## src/rtl/exu_div.sv

```systemverilog
`default_nettype none
// ============================================================================
//  Module   : exu_div
//  Purpose  : Execute-stage 32-bit integer divider (DIV/DIVU/REM/REMU).
//             Restoring shift-subtract on magnitudes, one step per cycle,
//             with early completion for divide-by-zero and signed overflow.
//  Revision : 1.0 - initial release
// ============================================================================
module exu_div (
  input  logic        clk,
  input  logic        rst_n,
  input  logic [31:0] dividend_i,
  input  logic [31:0] divisor_i,
  input  logic [3:0]  op_i,
  input  logic        start_i,
  input  logic        flush_i,
  input  logic [4:0]  rd_waddr_i,
  output logic        busy_o,
  output logic        ready_o,
  output logic [31:0] result_o,
  output logic [4:0]  rd_waddr_o,
  output logic        rd_we_o
);

  typedef enum logic [1:0] {
    S_IDLE = 2'd0,
    S_CALC = 2'd1,
    S_END  = 2'd2
  } state_e;

  state_e      state_q, state_d;
  logic [4:0]  cnt_q, cnt_d;
  logic [31:0] quo_q, quo_d;     // dividend magnitude shifting out, quotient shifting in
  logic [31:0] rem_q, rem_d;     // partial remainder
  logic [31:0] dvs_q, dvs_d;     // divisor magnitude
  logic        negq_q, negq_d;   // quotient must be negated at the end
  logic        negr_q, negr_d;   // remainder must be negated at the end
  logic        selr_q, selr_d;   // result is the remainder rather than the quotient
  logic [4:0]  rd_q, rd_d;

  logic        busy_w;
  logic        signed_op, rem_op, a_neg, b_neg, div_zero, ovf;
  logic [31:0] a_abs, b_abs, quo_res, rem_res;
  logic [32:0] partial, diff;

  // Operand decode for the accept cycle
  always_comb begin
    signed_op = op_i[0] | op_i[2];
    rem_op    = op_i[2] | op_i[3];
    a_neg     = signed_op & dividend_i[31];
    b_neg     = signed_op & divisor_i[31];
    a_abs     = a_neg ? (32'd0 - dividend_i) : dividend_i;
    b_abs     = b_neg ? (32'd0 - divisor_i)  : divisor_i;
    div_zero  = (divisor_i == 32'd0);
    ovf       = signed_op && (dividend_i == 32'h8000_0000) && (divisor_i == 32'hFFFF_FFFF);
    partial   = {rem_q, quo_q[31]};
    diff      = partial - {1'b0, dvs_q};
  end

  // Next-state, datapath step and stall request
  always_comb begin
    state_d = state_q;
    cnt_d   = cnt_q;
    quo_d   = quo_q;
    rem_d   = rem_q;
    dvs_d   = dvs_q;
    negq_d  = negq_q;
    negr_d  = negr_q;
    selr_d  = selr_q;
    rd_d    = rd_q;
    busy_w  = 1'b0;
    case (state_q)
      S_IDLE: begin
        if (start_i && !flush_i) begin
          busy_w = 1'b1;
          cnt_d  = 5'd0;
          selr_d = rem_op;
          rd_d   = rd_waddr_i;
          if (div_zero) begin
            quo_d   = 32'hFFFF_FFFF;
            rem_d   = dividend_i;
            dvs_d   = 32'd0;
            negq_d  = 1'b0;
            negr_d  = 1'b0;
            state_d = S_END;
          end else if (ovf) begin
            quo_d   = 32'h8000_0000;
            rem_d   = 32'd0;
            dvs_d   = 32'd0;
            negq_d  = 1'b0;
            negr_d  = 1'b0;
            state_d = S_END;
          end else begin
            quo_d   = a_abs;
            rem_d   = 32'd0;
            dvs_d   = b_abs;
            negq_d  = a_neg ^ b_neg;
            negr_d  = a_neg;
            state_d = S_CALC;
          end
        end
      end
      S_CALC: begin
        busy_w = 1'b1;
        if (!diff[32]) begin
          rem_d = diff[31:0];
          quo_d = {quo_q[30:0], 1'b1};
        end else begin
          rem_d = partial[31:0];
          quo_d = {quo_q[30:0], 1'b0};
        end
        cnt_d = cnt_q + 5'd1;
        if (cnt_q == 5'd31) state_d = S_END;
      end
      S_END: begin
        state_d = S_IDLE;
      end
      default: begin
        state_d = S_IDLE;
      end
    endcase
    // A flush abandons whatever is in flight and drops the latched operands
    if (flush_i) begin
      state_d = S_IDLE;
      cnt_d   = 5'd0;
      quo_d   = 32'd0;
      rem_d   = 32'd0;
      dvs_d   = 32'd0;
      negq_d  = 1'b0;
      negr_d  = 1'b0;
      selr_d  = 1'b0;
      rd_d    = 5'd0;
    end
  end

  // State and datapath registers
  always_ff @(posedge clk or negedge rst_n) begin
    if (!rst_n) begin
      state_q <= S_IDLE;
      cnt_q   <= 5'd0;
      quo_q   <= 32'd0;
      rem_q   <= 32'd0;
      dvs_q   <= 32'd0;
      negq_q  <= 1'b0;
      negr_q  <= 1'b0;
      selr_q  <= 1'b0;
      rd_q    <= 5'd0;
    end else begin
      state_q <= state_d;
      cnt_q   <= cnt_d;
      quo_q   <= quo_d;
      rem_q   <= rem_d;
      dvs_q   <= dvs_d;
      negq_q  <= negq_d;
      negr_q  <= negr_d;
      selr_q  <= selr_d;
      rd_q    <= rd_d;
    end
  end

  // Sign fix-up and zero-gated write-back outputs
  always_comb begin
    quo_res    = negq_q ? (32'd0 - quo_q) : quo_q;
    rem_res    = negr_q ? (32'd0 - rem_q) : rem_q;
    busy_o     = rst_n & busy_w;
    ready_o    = (state_q == S_END) && !flush_i;
    rd_we_o    = ready_o;
    result_o   = ready_o ? (selr_q ? rem_res : quo_res) : 32'd0;
    rd_waddr_o = ready_o ? rd_q : 5'd0;
  end

endmodule
`default_nettype wire

```

## config.mk

```make
export PLATFORM = sky130hd
export DESIGN_NAME = exu_div
export DESIGN_NICKNAME = d
export VERILOG_FILES = /design/src/rtl/exu_div.sv
export SDC_FILE = /design/constraint.sdc
export NUM_CORES = 1
export LEC_CHECK = 0
export BUFFER_PORTS_ARGS = -buffer_cell sky130_fd_sc_hd__clkbuf_2
export CORE_MARGIN = 2
export CORE_UTILIZATION = 40
export CTS_CLUSTER_DIAMETER = 100
export DETAILED_ROUTE_END_ITERATION = 7
export RECOVER_POWER = 100
export SYNTH_ARGS = -nofsm -noshare
export SYNTH_HDL_FRONTEND = slang
export SYNTH_SLANG_ARGS = --single-unit
```

## constraint.sdc

```tcl
create_clock -name clk -period 3.75 [get_ports clk]
set_clock_uncertainty 0.2 [all_clocks]
set_input_delay 0.375 -clock clk [delete_from_list [all_inputs] [get_ports clk]]
set_output_delay 0.375 -clock clk [all_outputs]
set_load 0.01 [all_outputs]
```

After elaboration in Yosys (flattened, before gate mapping)
Cells that the tools add are included.
W data, S select, Z words.
- flip-flop bits (word level): 111
- input bits: 77
- logic and storage cells: 91
- output and inout bits: 40
- muxes and demuxes: 50
- reductions and logical operators: 13
- equality and inequality tests: 7
- bitwise gates (word level): 6
- add/sub/neg operators: 6
- operators with widths (operator ; count):
    $mux W32 ; 19
    $pmux W32 S2 ; 2
    $sub A1 B32 Y32 const A ; 4
    $eq A32 B32 Y1 const B ; 2
    $sub A33 B32 Y33 ; 1
    $logic_not A32 Y1 ; 1
    $mux W5 ; 6
    $mux W1 ; 15
    $mux W2 ; 5
    $pmux W5 S2 ; 1
    $ne A3 B3 Y1 const B ; 2
    $reduce_and A2 Y1 ; 3
    $add A5 B1 Y5 const B ; 1
    $eq A5 B5 Y1 const B ; 1
    $logic_and A1 B1 Y1 ; 4
    $pmux W2 S2 ; 1
    $reduce_bool A2 Y1 ; 2
    $and A1 B1 Y1 ; 3
    $reduce_bool A3 Y1 ; 1
    $eq A2 B1 Y1 const B ; 1
    $eq A2 B2 Y1 const B ; 1
    $logic_not A2 Y1 ; 1
    $or A1 B1 Y1 ; 2
    $pmux W1 S2 ; 1
    other kinds (2) ; 2

Logic depth before layout (Yosys ltp)
- word-level depth: 8
- gate-level depth with buffers: 13
- mapped depth without buffers: 11

Worst setup path before layout
OpenSTA, ideal clock, no wires.
- kind: flip-flop to flip-flop
- start point: reg quo_q[31]
- end point: reg rem_q[17]
- setup slack: 0.507 ns
- arrival: 2.918 ns
- clock period less this slack: 3.243 ns
- buffers on the path: 2
- setup time: 0.126 ns
- required time: 3.424 ns
- stages on the path, launching flop included: 14
- cells stage by stage: dfrtp_1 -> inv_1 -> ha_1 -> fa_1 -> nand2b_1 -> a21o_1 -> a211o_1 -> a211oi_2 -> a211oi_2 -> or2_2 -> buf_4 -> nor2_1 -> buf_2 -> a21oi_1
- word-level cells in the longest chain between the ends: 4
- RTL lines (what ; line ; RTL):
    start, declared ; 33 ; logic [31:0] quo_q, quo_d;
    start signal, assigned ; 151 ; quo_q <= quo_d;
    $sub A33 B32 Y33 ; 57 ; diff = partial - {1'b0, dvs_q};
    $mux W32 ; 105 ; if (!diff[32]) begin
    $pmux W32 S2 ; 72 ; case (state_q)
    $mux W32 ; 123 ; if (flush_i) begin
    end signal, assigned ; 152 ; rem_q <= rem_d;
    end, declared ; 34 ; logic [31:0] rem_q, rem_d;
No other way between the ends.
A chain may end at the register's enable or synchronous reset.

Final worst setup path
- start point: reg quo_q[9]
- end point: out result_o[22]
- word-level cells in the longest chain between the ends: 4
- RTL lines (what ; line ; RTL):
    $sub A1 B32 Y32 ; 163 ; quo_res = negq_q ? (32'd0 - quo_q) : quo_q;
    $mux W32 ; 163 ;
    $mux W32 (2 in series) ; 168 ; result_o = ready_o ? (selr_q ? rem_res : quo_res) : 32'd0;
    end, declared ; 20 ; output logic [31:0] result_o,
No other way between the ends.

==> summary.txt <==
Run status
  • Status: finished with violations
  • Failing checks: capacitance limit, slew limit, setup timing

Place
  • Post-DP Area: 0.01115 mm^2
  • Placed insts: 1712
  • Routability cong.: 0.9233
  • Dpl hpwl: 23.75 mm
  • Port buffer count: 115

Logic synthesis
  • Synth Cell Area: roughly 0.010 mm^2
  • Syn Inst Count: 1300
  • Avg Inst Size Synth: 7.816 um^2
  • Post-synth top area share: around 27%
  • Syn nets: 1417
  • Asr flop ratio synth: 100.0%
  • Main synth FF type: dfrtp_1
  • Largest cells by area after synthesis: dfrtp_1, xnor2_1, nand2_1
  • Ys Warns: 0
  • Register area share after synthesis: 27.34%
  • Seq cells post-synth: roughly 110
  • Netlist cell types: 75
  • EDFF count, synth: 0
  • Area leader, netlist: dfrtp_1

Floorplanning
  • I/O pin count: 117
  • Die Area: approximately 0.027 mm^2
  • Initial Util: 40.58%
  • Die W: 163.4 um
  • FP Rows: 58
  • Core Region: around 0.025 mm^2
  • Die H: 163.4 um

Routing
  • First-pass DRT Iterations: 8
  • Vias: 9773
  • DRT antenna net count: 0
  • DR iter-0 viols: 696
  • # DRC: 0
  • Final WL: 30.36 mm
  • Avg Vias per Cell: between 5 and 6
  • WL/cell: 17.45 um

Clock tree
  • Clk slew on worst S/H paths: ~90 ps
  • Root buf cell: clkbuf_16
  • Clk Latency, worst-skew pair: around 370 ps
  • CTS Sinks: 111
  • Clock Tree Buf Depth: 2
  • Num CTS Buffers: 9
  • CTS tree: done
  • H-tree depth: 3

Power and ir drop
  • Cell internal pwr: 0.002677 W
  • P_sw: 0.001958 W
  • Power share of the clock group: a little over a fifth
  • Seq pwr share: 31.9%
  • Sw Share: 42.24%
  • Total power: 0.004636 W
  • Static leakage: 4.943 nW
  • Maximum VDD drop: 0.2414 mV
  • Power Dens Cells: just over 400 mW/mm^2
  • Combinational share of power: 46.5%

Global route
  • Largest net degree at the start of global routing: roughly 80
  • Vias in the first global route: roughly 8900
  • Global routing's busiest layer: met2
  • Gr ovfl total: 0
  • Grt met2 use: between 30% and 40%
  • M1 GR Usage: 34.53%
  • Met3 GRT Util: 1.955%
  • Antenna violations before repair: 0
  • First-pass GRT wire length: a little under 50 mm
  • GRT Util Overall: 22.94%

Worst setup path
  • Worst EP arrival: roughly 3200 ps
  • Crit-path max FO: 6
  • Crit end category: primary output
  • CP startpoint kind: register
  • WS Path Type: reg -> out
  • Req. time, crit path: approximately 3200 ps

Finish
  • Nets: 1522
  • Antenna Cells: 0
  • Fillers: 2577
  • Fin area: 0.01151 mm^2
  • Proportion of layout cells with a drive suffix above 1: between 15 and 20%
  • Non-Filler Instances: ~1700
  • Area delta synth->final: 13.25%

Timing
  • RSZ-0062 raised after global routing: yes
  • Setup ws final: -10.26 ps
  • Final setup vio count: 1
  • Fmax: 265.9 MHz
  • Tmin final: 3760 ps
  • Max-slew violations: 109
  • Fin. Hold Viols: 0
  • Setup TNS: -10.26 ps
  • Hold Slack: 23.83 ps
  • Period utilisation layout: 100.3%
  • Worst-Margin Slew: 1979 ps
  • Slew HR: -31.92%

Hold path
  • Hold Path Class: in -> reg

Run
  • Max Cap Viol: 3
==> layout by cell type (no fill, tap or decap), drive strengths merged, types with 4 or more instances in the layout <==
master	instances
and3	12
nor3	27
nor4	4
o21ai	159
a22o	5
o221ai	16
o211ai	14
a21o	12
or3	19
or2	7
o41ai	13
a22oi	13
xnor2	84
a31oi	10
nor2b	9
inv	57
a211oi	38
or4	16
nand4	12
mux2i	11
dfrtp	111
and2	7
clkbuf	133
nand2b	12
a21oi	72
xor2	61
nand3	18
buf	41
ha	39
o31ai	30
nor2	109
o21a	13
nand2	182
==> through the flow <==
stage / setup WS, ps / util (%)
after global routing: -76.59 / 45.96
final: -10.26 / 45.96
after global placement: 258.7 / 44.55
after CTS: -8.283 / 46.31
after detailed placement: 192.3 / 44.55
after floorplan: 506.5 / -
==> final cells by class <==
type / count / area (um^2) / area share (%)
Inverter: 53 / 198.9 / 1.729
Clock buffer: 9 / 225.2 / 1.957
Tap cell: 330 / 412.9 / 3.588
Timing Repair Buffer: 166 / 915.9 / 7.959
Clock inverter: 7 / 73.82 / 0.6415
Multi-Input combinational cell: 1064 / 6898 / 59.94
Sequential cell: 111 / 2783 / 24.18
==> power by group through the flow <==
stage	clock, W	sequential, W	combinational, W
2_1_floorplan	0	0.00143	0.00156
3_3_place_gp	0	0.00148	0.00207
3_5_place_dp	0	0.00149	0.00208
4_1_cts	0.00102	0.00147	0.00215
5_1_grt	0.00107	0.00150	0.00238
6_report	0.00100	0.00148	0.00216
==> layer usage <==
metal | vias up | wire length (um)
met5 | - | 0
met4 | 0 | 477
met3 | 30 | 1422
met2 | 257 | 13320
met1 | 4602 | 15140
li1 | 4884 | -
==> kinds of logic after synthesis <==
group | share of synthesized area, %
multiplexers | 1.084
AND/OR/NAND/NOR | 20.82
flip-flops | 27.34
XOR/XNOR | 12.50
buffers and inverters | 5.381
adder cells (fa/ha/maj) | 4.999
AO/OA/AOI/OAI | 27.88
==> flip-flops by register name (all words and copies together), names as in the netlist <==
name and cells:
cnt_q 5, state_q 2, negq_q 1, rem_q 32
dvs_q 32, rd_q 5, quo_q 32, negr_q 1
selr_q 1
==> cells in the mapped netlist, types with 30 or more instances <==
cell type and number:
o21ai_2 30, nor2_1 107, ha_1 39, xnor2_1 84, nand2_1 180, clkbuf_1 54
a21oi_1 72, dfrtp_1 111, o21ai_0 120, xor2_1 61, inv_1 53, a211oi_1 36
==> repair_timing <==
action,4_1_cts,5_1_grt
gates cloned,0,0
hold buffers,1,0
resized for setup,21,20
pin swaps,5,10
endpoints found under the setup margin,11,12
hold endpoints to repair,30,0
setup buffers,2,9
==> critical path: stages (launching register included) <==
cell and delay (ps):
dfrtp_2 440, or4_4 540, or3_4 390, or3_4 430, o31ai_1 290, xnor2_1 150, nor2_1 80, a211oi_1 310
clkbuf_2 190
==> path summary, 6_finish.rpt <==
check / from / to / slack (ps) / cells past startpoint
worst max-delay path: quo_q[9] / result_o[22] / -10 / 8
worst min-delay path: rd_waddr_i[3] / rd_q[3] / 20 / 2
worst max register to register: dvs_q[0] / rem_q[25] / 150 / 10
worst min register to register: dvs_q[16] / dvs_q[16] / 280 / 2
max in group asynchronous: rst_n / dvs_q[27] / 1240 / 3
min in group asynchronous: rst_n / quo_q[22] / 860 / 2
Note: power is estimated with default switching activity, not from simulation.
